### src/rtl/coop_pkg.sv
// Shared types and constants for the cooperative UART packet scheduler.
// Holds the FSM encoding, packet framing bytes and the hex digit encoder.
package coop_pkg;

    typedef enum logic [1:0] {
        S_IDLE = 2'd0,
        S_SEND = 2'd1,
        S_GAP  = 2'd2
    } state_t;

    localparam int PKT_LEN = 8;

    localparam logic [7:0] ASCII_CR    = 8'h0D;
    localparam logic [7:0] ASCII_LF    = 8'h0A;
    localparam logic [7:0] ASCII_COLON = 8'h3A;

    // Uppercase ASCII hex digit for one nibble
    function automatic logic [7:0] hex_nibble(input logic [3:0] n);
        if (n <= 4'd9) begin
            return 8'h30 + {4'h0, n};
        end
        return 8'h41 + ({4'h0, n} - 8'd10);
    endfunction

endpackage

### src/rtl/coop_tx_sched_rr_arbiter.sv
// Round-robin arbiter: searches from the requester after the last winner.
// Produces a one-hot grant, the winner index and a valid flag.
module rr_arbiter #(
    parameter int NUM_REQ = 3,
    parameter int IW      = $clog2(NUM_REQ)
) (
    input  logic [NUM_REQ-1:0] req,
    input  logic [IW-1:0]      last,
    input  logic               enable,
    output logic [NUM_REQ-1:0] grant,
    output logic [IW-1:0]      index,
    output logic               valid
);

    logic [IW-1:0] cand;

    // First requesting slot at (last+1), (last+2), ... wraps modulo NUM_REQ
    always_comb begin
        grant = '0;
        index = '0;
        valid = 1'b0;
        cand  = '0;
        for (int i = 1; i <= NUM_REQ; i++) begin
            cand = IW'((int'(last) + i) % NUM_REQ);
            if (enable && !valid && req[cand]) begin
                grant[cand] = 1'b1;
                index       = cand;
                valid       = 1'b1;
            end
        end
    end

endmodule

### src/rtl/coop_tx_sched.sv
// Cooperative TX scheduler: grants one requester at a time and emits its
// packet "T:HHHH\r\n" into a UART FIFO, one byte every other cycle.
module coop_tx_sched
    import coop_pkg::*;
#(
    parameter int NUM_REQ = 3,
    parameter int PKT_LEN = coop_pkg::PKT_LEN
) (
    input  logic                     clk,
    input  logic                     rst,
    input  logic [NUM_REQ-1:0]       req,
    input  logic [NUM_REQ-1:0][7:0]  tag,
    input  logic [NUM_REQ-1:0][15:0] value,
    output logic [NUM_REQ-1:0]       gnt,
    output logic                     busy,
    input  logic                     tx_full,
    output logic                     wr_uart,
    output logic [7:0]               w_data
);

    localparam int IW = $clog2(NUM_REQ);

    state_t state, state_nx;

    logic [2:0]         idx;
    logic [IW-1:0]      last;
    logic [IW-1:0]      win;
    logic [7:0]         tag_q;
    logic [15:0]        val_q;
    logic [NUM_REQ-1:0] a_gnt;
    logic [IW-1:0]      a_idx;
    logic               a_vld;
    logic               last_byte;
    logic [7:0]         byte_cur;

    assign last_byte = (idx == 3'(PKT_LEN - 1));

    rr_arbiter #(
        .NUM_REQ (NUM_REQ),
        .IW      (IW)
    ) u_arb (
        .req    (req),
        .last   (last),
        .enable (state == S_IDLE),
        .grant  (a_gnt),
        .index  (a_idx),
        .valid  (a_vld)
    );

    // State register
    always_ff @(posedge clk) begin
        if (rst) state <= S_IDLE;
        else     state <= state_nx;
    end

    // Next state: a byte slot, then a mandatory gap cycle, per byte
    always_comb begin
        state_nx = state;
        unique case (state)
            S_IDLE:  if (a_vld) state_nx = S_SEND;
            S_SEND:  if (!tx_full) state_nx = S_GAP;
            S_GAP:   state_nx = last_byte ? S_IDLE : S_SEND;
            default: state_nx = S_IDLE;
        endcase
    end

    // Outputs from state: busy flag and the byte at the current index
    always_comb begin
        busy = (state != S_IDLE);
        unique case (idx)
            3'd0:    byte_cur = tag_q;
            3'd1:    byte_cur = ASCII_COLON;
            3'd2:    byte_cur = hex_nibble(val_q[15:12]);
            3'd3:    byte_cur = hex_nibble(val_q[11:8]);
            3'd4:    byte_cur = hex_nibble(val_q[7:4]);
            3'd5:    byte_cur = hex_nibble(val_q[3:0]);
            3'd6:    byte_cur = ASCII_CR;
            default: byte_cur = ASCII_LF;
        endcase
    end

    // Datapath: latch winner payload, pulse grant/strobe, advance index
    always_ff @(posedge clk) begin
        if (rst) begin
            idx     <= '0;
            last    <= IW'(NUM_REQ - 1);
            win     <= '0;
            tag_q   <= '0;
            val_q   <= '0;
            gnt     <= '0;
            wr_uart <= 1'b0;
            w_data  <= '0;
        end else begin
            gnt     <= '0;
            wr_uart <= 1'b0;
            unique case (state)
                S_IDLE: begin
                    if (a_vld) begin
                        gnt   <= a_gnt;
                        win   <= a_idx;
                        tag_q <= tag[a_idx];
                        val_q <= value[a_idx];
                        idx   <= '0;
                    end
                end
                S_SEND: begin
                    if (!tx_full) begin
                        wr_uart <= 1'b1;
                        w_data  <= byte_cur;
                    end
                end
                S_GAP: begin
                    if (last_byte) last <= win;
                    else           idx  <= idx + 3'd1;
                end
                default: ;
            endcase
        end
    end

endmodule
### config.mk
export PLATFORM = sky130hd
export DESIGN_NAME = coop_tx_sched
export DESIGN_NICKNAME = d
export VERILOG_FILES = /design/src/rtl/coop_pkg.sv /design/src/rtl/coop_tx_sched_rr_arbiter.sv /design/src/rtl/coop_tx_sched.sv
export SDC_FILE = /design/constraint.sdc
export NUM_CORES = 1
export LEC_CHECK = 0
export BUFFER_PORTS_ARGS = -buffer_cell sky130_fd_sc_hd__buf_4
export CAP_MARGIN = 20
export CORE_MARGIN = 2
export CORE_UTILIZATION = 50
export CTS_CLUSTER_DIAMETER = 40
export DETAILED_ROUTE_END_ITERATION = 16
export GPL_ROUTABILITY_DRIVEN = 0
export PLACE_DENSITY_LB_ADDON = 0.05
export RECOVER_POWER = 25
export SYNTH_ARGS = -nofsm -noshare
export SYNTH_HDL_FRONTEND = slang
export SYNTH_SLANG_ARGS = --single-unit
### constraint.sdc
create_clock -name clk -period 2.5 [get_ports clk]
set_input_delay 0.5 -clock clk [delete_from_list [all_inputs] [get_ports clk]]
set_output_delay 0.5 -clock clk [all_outputs]
set_load 0.005 [all_outputs]
Word-level counts from Yosys, hierarchy flattened
Cells that the tools add are included.

word-level totals
  logic and storage cells = 128
  input port bits = 78
  output and inout port bits = 13
  register bits = 45

operators by class
  eq/ne operators = 12
  bitwise operators = 6
  muxes and demuxes = 50
  reduce and logical (&&, ||, !) cells = 21
  divide/modulo/power cells = 3
  magnitude comparators = 11
  add/subtract/negate cells = 16

operators with widths
  cell                                                                                  number
  32-bit by 3-bit modulo with 32-bit output (second input constant)                     3
  8-bit two-way mux                                                                     9
  8-bit one-hot mux with 7 select lines                                                 1
  7-bit by 8-bit adder with 8-bit output (first input constant)                         4
  16-bit binary-select mux with 2-bit select                                            1
  6-bit by 4-bit adder with 7-bit output (first input constant)                         4
  4-bit by 4-bit subtractor with 5-bit output (second input constant)                   4
  1-bit two-way mux                                                                     19
  8-bit binary-select mux with 2-bit select                                             1
  4-bit <= comparator (second input constant)                                           4
  16-bit two-way mux                                                                    1
  3-bit two-way mux                                                                     5
  3-bit == test (second input constant)                                                 4
  2-bit by 3-bit less-than comparator with 1-bit output (second input constant)         4
  2-bit two-way mux                                                                     5
  1-bit logical AND                                                                     8
  2-bit AND reduction                                                                   4
  2-bit by 2-bit adder with 3-bit output (second input constant)                        2
  1-bit binary-select mux with 2-bit select                                             3
  1-bit demux with 2-bit select                                                         3
  3-bit by 2-bit == test with 1-bit output (second input constant)                      2
  2-bit by 1-bit greater-or-equal comparator with 1-bit output (second input constant)  3
  2-bit inequality test (second input constant)                                         3
  3-bit bitwise OR                                                                      2
  15 further kinds                                                                      20

Longest topological paths before layout
Gate-level depths: netlist of the first run.

  depth after elaboration = 16
  gate-level depth with buffers = 12
  depth with buffers taken out = 8

Cells and area by module
From an unflattened synthesis of the first run, not the netlist that was laid out.

second synthesis, totals
  cells, all modules = 438
  area, all modules = 3465.8 sq um

modules (own cells, without submodules)
  module         cells an instance  instances  sequential area each (sq um)  area an instance (sq um)
  coop_tx_sched  393                1          900.9                         3143.0
  rr_arbiter     45                 1          0.0                           322.8

Worst setup path before layout of the first run
No wires, ideal clock.

  kind = register to register
  from = register last[0]
  to = register tag_q[0]
  cell stages (with the launch flop) = 11
  required time = 2.381 ns
  path buffers = 2
  library setup time = 0.119 ns
  slack = 0.124 ns
  arrival time = 2.257 ns
  period minus slack after synthesis = 2.376 ns
  path through = dfxtp_1 -> inv_1 -> ha_1 -> buf_6 -> and2_4 -> a2111oi_4 -> o32a_2 -> a2bb2oi_4 -> buf_6 -> a221o_1 -> o221a_1

between the ends
  longest elaborated chain between the ends = 16
  elaborated cells on any way between the ends = 28
  classes of those cells = add/sub: 3; div: 3; mux: 14; reduce/logical: 8

ends and longest elaborated chain
  item                                       RTL line                        RTL
  start: declaration                         coop_tx_sched.sv:26             logic [IW-1:0] last;
  start signal: assignment                   coop_tx_sched.sv:86             last <= IW'(NUM_REQ - 1);
  start signal: assignment                   coop_tx_sched.sv:113            if (last_byte) last <= win;
  2-bit by 1-bit adder with 3-bit output     coop_tx_sched_rr_arbiter.sv:24  cand = IW'((int'(last) + i) % NUM_REQ);
  32-bit by 3-bit modulo with 32-bit output  coop_tx_sched_rr_arbiter.sv:24
  1-bit binary-select mux with 2-bit select  coop_tx_sched_rr_arbiter.sv:25  if (enable && !valid && req[cand]) begin
  1-bit two-way mux (implied by the code)    coop_tx_sched_rr_arbiter.sv:25
  1-bit logical AND                          coop_tx_sched_rr_arbiter.sv:25
  1-bit two-way mux                          coop_tx_sched_rr_arbiter.sv:25
  1-bit zero test                            coop_tx_sched_rr_arbiter.sv:25
  1-bit logical AND (2 in series)            coop_tx_sched_rr_arbiter.sv:25
  1-bit two-way mux                          coop_tx_sched_rr_arbiter.sv:25
  1-bit zero test                            coop_tx_sched_rr_arbiter.sv:25
  1-bit logical AND (2 in series)            coop_tx_sched_rr_arbiter.sv:25
  2-bit two-way mux                          coop_tx_sched_rr_arbiter.sv:25
  8-bit binary-select mux with 2-bit select  coop_tx_sched.sv:101            tag_q <= tag[a_idx];
  8-bit two-way mux (implied by the code)    coop_tx_sched.sv:101
  end signal: assignment                     coop_tx_sched.sv:101
  end: declaration                           coop_tx_sched.sv:28             logic [7:0] tag_q;

Several ways; a longest one is shown, not always the timed one. The select of a mux whose other input is x is not followed.
A chain may end at the register's enable or synchronous reset.

Final worst setup path of the first run
  from = register last[0]
  to = register val_q[10]

between the ends
  longest elaborated chain between the ends = 16
  elaborated cells on any way between the ends = 28
  classes of those cells = add/sub: 3; div: 3; mux: 14; reduce/logical: 8

ends and longest elaborated chain
  item                                        RTL line                        RTL
  2-bit by 1-bit adder with 3-bit output      coop_tx_sched_rr_arbiter.sv:24
  32-bit by 3-bit modulo with 32-bit output   coop_tx_sched_rr_arbiter.sv:24
  1-bit binary-select mux with 2-bit select   coop_tx_sched_rr_arbiter.sv:25
  1-bit two-way mux (implied by the code)     coop_tx_sched_rr_arbiter.sv:25
  1-bit logical AND                           coop_tx_sched_rr_arbiter.sv:25
  1-bit two-way mux                           coop_tx_sched_rr_arbiter.sv:25
  1-bit zero test                             coop_tx_sched_rr_arbiter.sv:25
  1-bit logical AND (2 in series)             coop_tx_sched_rr_arbiter.sv:25
  1-bit two-way mux                           coop_tx_sched_rr_arbiter.sv:25
  1-bit zero test                             coop_tx_sched_rr_arbiter.sv:25
  1-bit logical AND (2 in series)             coop_tx_sched_rr_arbiter.sv:25
  2-bit two-way mux                           coop_tx_sched_rr_arbiter.sv:25
  16-bit binary-select mux with 2-bit select  coop_tx_sched.sv:102            val_q <= value[a_idx];
  16-bit two-way mux (implied by the code)    coop_tx_sched.sv:102
  end signal: assignment                      coop_tx_sched.sv:102
  end: declaration                            coop_tx_sched.sv:29             logic [15:0] val_q;

Several ways; a longest one is shown, not always the timed one. The select of a mux whose other input is x is not followed.

==> results.txt, run 1 <==
Nature of the critical path startpoint: a register. The tools report the highest clock rate as 406 MHz. Counting the buffers created by CTS gives 5. Endpoint of the most critical register-to-register path: val_q[10].

Along the worst path, the maximum fanout reaches 6. The register area share after synthesis came out at 0.236. The number of vias per cell after detailed routing is 6.19.

The total of max-cap violations came out at 0. The tree is rooted in a sky130_fd_sc_hd__clkbuf_8. In this run the power density over the cells is 538 nW/um2. The floorplan has 31 rows. The path category of the worst min-delay check was register to register.

The setup slack after placement came out at -0.151 ns. Together, buffers and inverters on the worst path number 4. After detailed routing, the number of remaining DRC violations is 0. Number of library cell types mapped by synthesis: 65. Number of cells on the worst reg-to-reg path: 11.

The tools report the total power consumption of the routed design as 2.69 mW. For this run, the number of Yosys warnings is 0. The count of flip-flops with a built-in enable after synthesis was 0.

The tools report the total routed wirelength as 12300 um. For the pin with the worst max-slew slack, the measured transition is 0.499 ns. Once placement completed, the tool counted placed cells totaling 640.

The fraction of final layout cells sized beyond drive strength 1 came out at 0.275. After synthesis, the largest family of logic cells by area is compound AO/OA/AOI/OAI gates. The tools report the number of clock sinks seen by CTS as 45. Entering global routing, the biggest net connects 47 pins. 0 antenna diodes ended up in the layout.

The average cell area after synthesis came out at 8.18 um2. The routed layout has 4060 vias. In the layout the commonest cells are sky130_fd_sc_hd__buf_4 (94), sky130_fd_sc_hd__a21oi_1 (65), sky130_fd_sc_hd__dfxtp_1 (43). On the final layout, the worst clock skew is 0.00580 ns. The hold buffer count at CTS is 0.

The complex-gate fraction of the synthesized area was 0.382. The critical path arrival is 2.66 ns, and the parity-gate share of the synthesized area counting xor and xnor cells is 0.0253. The standard cell core area is 7330 um2. The tools report the post-synth design cell area as 3810 um2.

The setup-violating endpoint count in the final report was 0. The ratio of final minimum period to clock period is 0.985, and the maximum level of the CTS H-tree is 2. The signal on the critical path passes through inv_2 -> ha_4 -> buf_6 -> and2_4 -> a2111oi_4 -> o32a_4 -> buf_6 -> a21oi_4 -> clkbuf_16 -> a21oi_1 -> o221a_1.

Path type of the worst setup path: register to register. The register area came out at 906 um2. Input and output buffers added on the ports amount to 90. The detail route stage leaves a number of antenna-violating nets equal to 0.

The max-slew headroom at the worst pin was 0.664. Hold path startpoint: w_data[7]. The cell that appears most often on the critical path is sky130_fd_sc_hd__buf_6. The largest voltage drop on the vdd net came out at 344 uV.

The logs give 570 for the net count after synthesis and 4650 um2 for the cell area reported after detailed placement. In this run the count of I/O pins placed on the die edge is 91. The first routing iteration left 355 violations. After detailed routing, the met3 layer carries 759 um of wire. Wire segments on met2 add up to 5880 um in the final route. Area of the multi-input gates: 2710 um2. The run finished with clean final reports. After routing the design area is 5000 um2. On the final layout, the worst hold slack is 0.452 ns. In this run the static leakage power is 2.07 nW.

The worst setup slack for register-to-register paths was 0.04 ns; the final non-filler cell total was 656. Counting instances, the worst hold path has a depth of 2. The number of fill cells in the layout was 638; the source-to-sink clock delay at the later pin of the worst-skew pair was 0.31 ns. For this block, wires on met1 add up to 5380 um. The post-synthesis share of cell area spent on full adders, half adders and majority gates is 0.0853.

Counting along the longest clock path gives a buffer depth of 2. The gate family responsible for the most delay along the worst path was compound AO/OA/AOI/OAI gates. Clock-pin slew was measured on the worst setup and hold paths at 0.10 ns. The slowest stage of the critical path is the sky130_fd_sc_hd__o32a_4 cell. For the overall global routing resource usage, the log shows 0.274. After synthesis the netlist holds a flip-flop and latch count of 45.

Most used flip-flop cell after synthesis: sky130_fd_sc_hd__dfxtp_1. The average detailed-routed wire length per instance is 18.7 um. The run gives 0 as the max-slew violation count. The worst setup path is captured at a register.

The share of synthesized flip-flops with an asynchronous set or reset was 0. The number of failing hold endpoints at the final stage came out at 0. The layout overhead on the synthesized area was 31.2%. Highest layer used for signal routing: met4. The overall die area is 8340 um2. The tools report the core occupancy in the finished layout as 0.683.

The tools report the effective utilization at floorplan as 0.520. The y dimension of the die came out at 91.3 um. Summed over all nets, the half-perimeter wirelength after detailed placement is 8630 um. On the worst path, the slowest cell contributes a delay of 0.44 ns.

The number of antenna violations at the first check in global routing was 0; the proportion of synthesized area in mux cells was 0.00787. The first-pass GRT wire length is 18700 um. In this run the critical register-to-register path is launched from last[0]. The simple-gate share of the synthesized area came out at 0.183.

Setup slack on the critical path of the routed design comes to 0.0371 ns. The via count of the first global-routing pass is 3751. For the final routed database, the setup TNS stands at 0 ns. The number of nets in the layout is 660, and the shortest period the worst path allows is 2.46 ns. For the critical path required time, the log shows 2.70 ns. The die is 91.3 um wide. TritonCTS built the clock tree. After global routing the overflow that remains totals 0. The path with the worst hold slack has its endpoint at w_data[7]. Count of mapped cells out of synthesis: 466. For this run, the detailed router's first-pass iteration total came to 4. The library cell used most frequently in the layout, excluding fill and tap cells, is sky130_fd_sc_hd__buf_4.
==> power by group <==
part | switching (mW) | internal, mW | total (mW)
Clock | 0.279 | 0.403 | 0.682
Combinational | 0.596 | 0.528 | 1.12
Sequential | 0.0861 | 0.800 | 0.886
Total | 0.961 | 1.73 | 2.69
==> repair_timing <==
action | 4_1_cts | 5_1_grt
buffers inserted | 1 | 3
resized for setup | 3 | 16
pin swaps | 3 | 5
endpoints found under the setup margin | 24 | 30
gates cloned | 1 | 3
==> cells by family (layout without fill, tap and decap cells) <==
logic type / count (synthesis) / in the layout
DFF: 45 / 45
muxes: 3 / 3
xor gates and xnor gates: 11 / 11
adders and majority gates: 26 / 26
AOI/OAI and AO/OA: 189 / 190
and+or+nand+nor: 129 / 129
buffers and inverters: 63 / 153
==> worst max path at each step <==
stage	to	cells after the start	slack, ns	startpoint
global route	val_q[14]	11	-0.02	last[0]
finish	val_q[10]	11	0.04	last[0]
floorplan	tag_q[0]	10	0.12	last[0]
detailed placement	val_q[11]	9	-0.15	last[0]
CTS	val_q[14]	9	0.02	last[1]
global placement	val_q[10]	9	-0.09	last[1]
==> area by class of cell <==
type,count,share of cell area
clock buffers,5,0.0138
clock inverters,3,0.0138
inverters,27,0.0208
multi-input cells,359,0.542
flip-flops and latches,45,0.181
well taps,99,0.0248
repair buffers,118,0.204
==> state kept, by name (all words and copies together), names as in the netlist <==
register	count
wr_uart	1
state	2
tag_q	8
w_data	8
last	2
idx	3
gnt	3
win	2
val_q	16
==> cell usage after synthesis (2+ instances only) <==
library cell,number,area share
sky130_fd_sc_hd__o2111ai_1,3,0.0069
sky130_fd_sc_hd__a221o_1,25,0.066
sky130_fd_sc_hd__o21ai_0,18,0.024
sky130_fd_sc_hd__a211oi_1,6,0.012
sky130_fd_sc_hd__a32oi_1,2,0.0046
sky130_fd_sc_hd__inv_1,26,0.026
sky130_fd_sc_hd__dfxtp_1,45,0.24
sky130_fd_sc_hd__nor2_2,2,0.0033
sky130_fd_sc_hd__o221a_1,24,0.071
sky130_fd_sc_hd__a311oi_1,5,0.011
sky130_fd_sc_hd__nand2b_1,31,0.051
sky130_fd_sc_hd__clkbuf_1,15,0.015
sky130_fd_sc_hd__nand3b_1,6,0.012
sky130_fd_sc_hd__or3_1,2,0.0033
sky130_fd_sc_hd__buf_4,8,0.016
sky130_fd_sc_hd__ha_1,26,0.085
sky130_fd_sc_hd__nand2_1,24,0.024
sky130_fd_sc_hd__nor2b_1,2,0.0033
sky130_fd_sc_hd__xor2_1,4,0.0092
sky130_fd_sc_hd__nor3_1,14,0.018
sky130_fd_sc_hd__a22o_1,2,0.0046
sky130_fd_sc_hd__nor2_1,30,0.030
sky130_fd_sc_hd__nand3_1,4,0.0052
sky130_fd_sc_hd__xnor2_1,7,0.016
sky130_fd_sc_hd__a21o_1,2,0.0039
sky130_fd_sc_hd__and3_1,2,0.0033
sky130_fd_sc_hd__nor3_4,2,0.0085
sky130_fd_sc_hd__buf_2,8,0.010
sky130_fd_sc_hd__a22oi_1,2,0.0039
sky130_fd_sc_hd__o21bai_1,4,0.0079
sky130_fd_sc_hd__and2_1,3,0.0049
sky130_fd_sc_hd__buf_6,4,0.012
sky130_fd_sc_hd__o211ai_1,3,0.0059
sky130_fd_sc_hd__a31oi_1,2,0.0033
sky130_fd_sc_hd__a21oi_2,2,0.0046
sky130_fd_sc_hd__o22ai_1,5,0.0082
sky130_fd_sc_hd__nand4_1,2,0.0033
sky130_fd_sc_hd__a21oi_1,65,0.085
sky130_fd_sc_hd__mux2i_1,3,0.0079
==> per-layer routing <==
metal	track usage	vias up
met4	0.0732	0
met3	0.0324	28
met2	0.459	179
met1	0.374	1913
met5	0	-
li1	-	1940
==> worst min-delay path, cell delays in order, from the launching register on <==
cell                      delay [ns]
sky130_fd_sc_hd__dfxtp_1        0.32
sky130_fd_sc_hd__nand2_1        0.05
sky130_fd_sc_hd__a21oi_1        0.05
Power figures use the tool's default switching activity.
==> run 2: changes to the inputs <==
--- a/config.mk
+++ b/config.mk
@@ -13,7 +13,7 @@
 export DETAILED_ROUTE_END_ITERATION = 16
 export GPL_ROUTABILITY_DRIVEN = 0
 export PLACE_DENSITY_LB_ADDON = 0.05
-export RECOVER_POWER = 25
+export RECOVER_POWER = 100
 export SYNTH_ARGS = -nofsm -noshare
 export SYNTH_HDL_FRONTEND = slang
 export SYNTH_SLANG_ARGS = --single-unit
==> run 2 against run 1 <==
Effect of this change:
- sequential share of layout area up 0.068 points
- via count down 0.52%
- clock-buffer cell count unchanged
- critical path depth unchanged
- utilization down 0.26 points
- cell area down 0.38%
- maximum frequency about the same
- sequential power about the same
- combinational power about the same
- non-clock buffer count unchanged
- worst setup slack better by 0.0017 ns
- global-route usage unchanged
- largest power group unchanged
==> results.txt, run 2 (synthesized netlist as in run 1, its figures left out) <==
The number of inserted diodes was 0 (unchanged); the cell area reported after detailed placement was 4650 um2 (unchanged). The run gives 4039 (-0.52%) as the total via count after detailed routing. The met1 capacity usage during global routing came out at 0.374 (unchanged). The number of buffers created by CTS was 5 (unchanged); the total I/O pin count was 91 (unchanged). The maximum level of the CTS H-tree is 2 (unchanged).

Number of flip-flops in the largest register: 16 (unchanged). The critical path required time is 2.70 ns (about the same). The met2 usage in global routing is 0.459 (unchanged). The logs give 3751 (unchanged) for the via count of the first global-routing pass and 0.00556 ns (-0.000240 ns) for the clock skew after layout. Overall die area: 8340 um2 (unchanged). The average detailed-routed wire length per instance is 18.7 um (-0.15%).

The setup-violating endpoint count in the final report was 0 (unchanged). The path type of the worst setup path is register to register. Number of detailed-routing iterations run before antenna repair: 5 (+1). The slew at the pin with the worst max-slew slack is 0.502 ns (+0.00300 ns).

The critical path arrival came out at 2.66 ns (about the same). The run gives 0.680 (-0.00256) as the core occupancy in the finished layout. The y dimension of the die is 91.3 um (unchanged). The ratio of final minimum period to clock period was 0.984 (about the same). The highest clock rate came out at 406 MHz (about the same). The total routed wirelength is 12300 um (-0.15%). The run gives 0.662 (-0.00202) as the max-slew headroom at the worst pin.

The aggregate negative setup slack was 0 ns (unchanged). Path category of the worst min-delay check: register to register. The tools report the max-slew violation count as 0 (unchanged).

The number of vias per cell after detailed routing is 6.16 (-0.52%). Compared with the post-synthesis result, the final layout area differs by 30.7%. The standard cell core area is 7330 um2 (unchanged), and the hold buffer count at CTS is 0 (unchanged).

The first-pass GRT wire length was 18700 um (unchanged). The nature of the critical path startpoint was a register. The number of fill cells in the layout was 642 (+0.63%); the number of port buffers was 90 (unchanged). Areal power density over the cells: 538 nW/um2 (about the same). TritonCTS built the clock tree. The library cells used most frequently in the layout, excluding fill and tap cells, are sky130_fd_sc_hd__buf_4 (93), sky130_fd_sc_hd__a21oi_1 (65), sky130_fd_sc_hd__dfxtp_1 (43). The total congestion overflow came out at 0 (unchanged).

Highest-utilization routing layer at the global route stage: met2. Number of rows in the core area: 31 (unchanged). The initial DRC count is 306 (-14%), and the number of nets in the layout is 660 (unchanged). The shortest period the worst path allows is 2.46 ns (-0.00171 ns), and the number of cells on the worst reg-to-reg path is 11 (unchanged). The path length in cells of the critical path works out to 11 (unchanged). val_q holds more flip-flops than any other register. The maximum fanout count along the critical path is 6 (unchanged), and the source-to-sink clock delay at the later pin of the worst-skew pair is 0.30 ns (about the same). The number of cells traversed by the worst hold path is 2 (unchanged). Among the stages of the critical path, the cell type that occurs most often is sky130_fd_sc_hd__buf_6. The run gives 0.0324 (unchanged) as the met3 track utilization from global routing. The count of antenna-violating nets left after detailed routing came out at 0 (unchanged).

The root buffer cell chosen for the clock tree is sky130_fd_sc_hd__clkbuf_8. The die width is 91.3 um (unchanged). The run finished with clean final reports. The number of buffers and inverters on the critical path was 4 (unchanged); the largest voltage drop on the vdd net was 347 uV (+0.94%). The clock transition at the registers of the reported paths came out at 0.09 ns (about the same). Leaving out fill and tap cells, the most frequent cell in the layout is sky130_fd_sc_hd__buf_4. The cell with the largest stage delay on the worst path was sky130_fd_sc_hd__o32a_4.

The tools report the overall global routing resource usage as 0.274 (unchanged). The estimated wirelength of the detail-placed design came out at 8630 um (unchanged). The logs give 0 (unchanged) for the number of antenna violations at the first check in global routing and 0 (unchanged) for the number of failing hold endpoints at the final stage. The total non-filler cell area in the finished layout was 4990 um2 (-0.38%); the maximum clock path buffer count was 2 (unchanged). Type of element capturing the critical path: a register. The maximum single-stage delay on the critical path is 0.43 ns (about the same), and the leakage dissipation is 2.06 nW (-0.32%). Total of max-cap violations: 0 (unchanged).

Gate family responsible for the most delay along the worst path: compound AO/OA/AOI/OAI gates. The effective utilization at floorplan was 0.520 (unchanged); the number of clock sinks seen by CTS was 45 (unchanged). The fraction of final layout cells sized beyond drive strength 1 was 0.269 (-0.00539). For the total DRC errors in the routed layout, the log shows 0 (unchanged). The largest registers in the layout are val_q: 16 flops, tag_q: 8 flops, w_data: 8 flops.

The signal on the critical path passes through inv_2 -> ha_4 -> buf_6 -> and2_4 -> a2111oi_4 -> o32a_4 -> buf_6 -> a21oi_4 -> clkbuf_16 -> a21oi_1 -> o221a_1. The tools report the pin count of the biggest net entering global routing as 47 (unchanged).
run 2: routing by layer:
metal  part of all wire  wire length, um
met1               0.44             5350
met2               0.48             5880
met3              0.063              768
met4              0.022              272
met5                  0                0
run 2: area by class of cell:
class,instances,area [um2],share of cell area
sequential,45,906,0.182
inverter,27,104,0.0208
timing repair buffer,118,1020,0.204
clock buffer,5,68.8,0.0138
tap,99,124,0.0248
clock inverter,3,68.8,0.0138
multi-input combinational,359,2700,0.541
run 2: final timing paths:
kind	slack (ns)	end	from
max	0.04	val_q[10]	last[0]
max reg2reg	0.04	val_q[10]	last[0]
min	0.45	w_data[7]	w_data[7]
min reg2reg	0.45	w_data[7]	w_data[7]
run 2: worst register-to-register path, delay by kind of cell (launching register included):
family,cells,cell delay [ns]
buf+inv,4,0.54
compound gates,5,1.00
fa+ha+maj,1,0.28
flops,1,0.39
simple gates,1,0.15
run 2: where the power goes:
part	internal [mW]	switching, mW
Clock	0.403	0.278
Sequential	0.800	0.0854
Combinational	0.524	0.591
run 2: timing repair:
action,CTS,global route
pin swaps,3,5
endpoints found under the setup margin,24,30
buffers inserted,1,3
cloned,1,3
resized for setup,3,16
run 2: stage by stage:
| step | hold slack, ns | cells | total power [mW] | setup slack [ns] |
|---|---|---|---|---|
| finish | 0.452 | 656 | 2.68 | 0.0388 |
| floorplan | 0.433 | 466 | 1.60 | 0.124 |
| global placement | 0.442 | 640 | 1.92 | -0.0894 |
| global route | 0.463 | 656 | 2.82 | -0.0162 |
| detailed placement | 0.447 | 640 | 1.95 | -0.151 |
| CTS | 0.458 | 650 | 2.64 | 0.0155 |
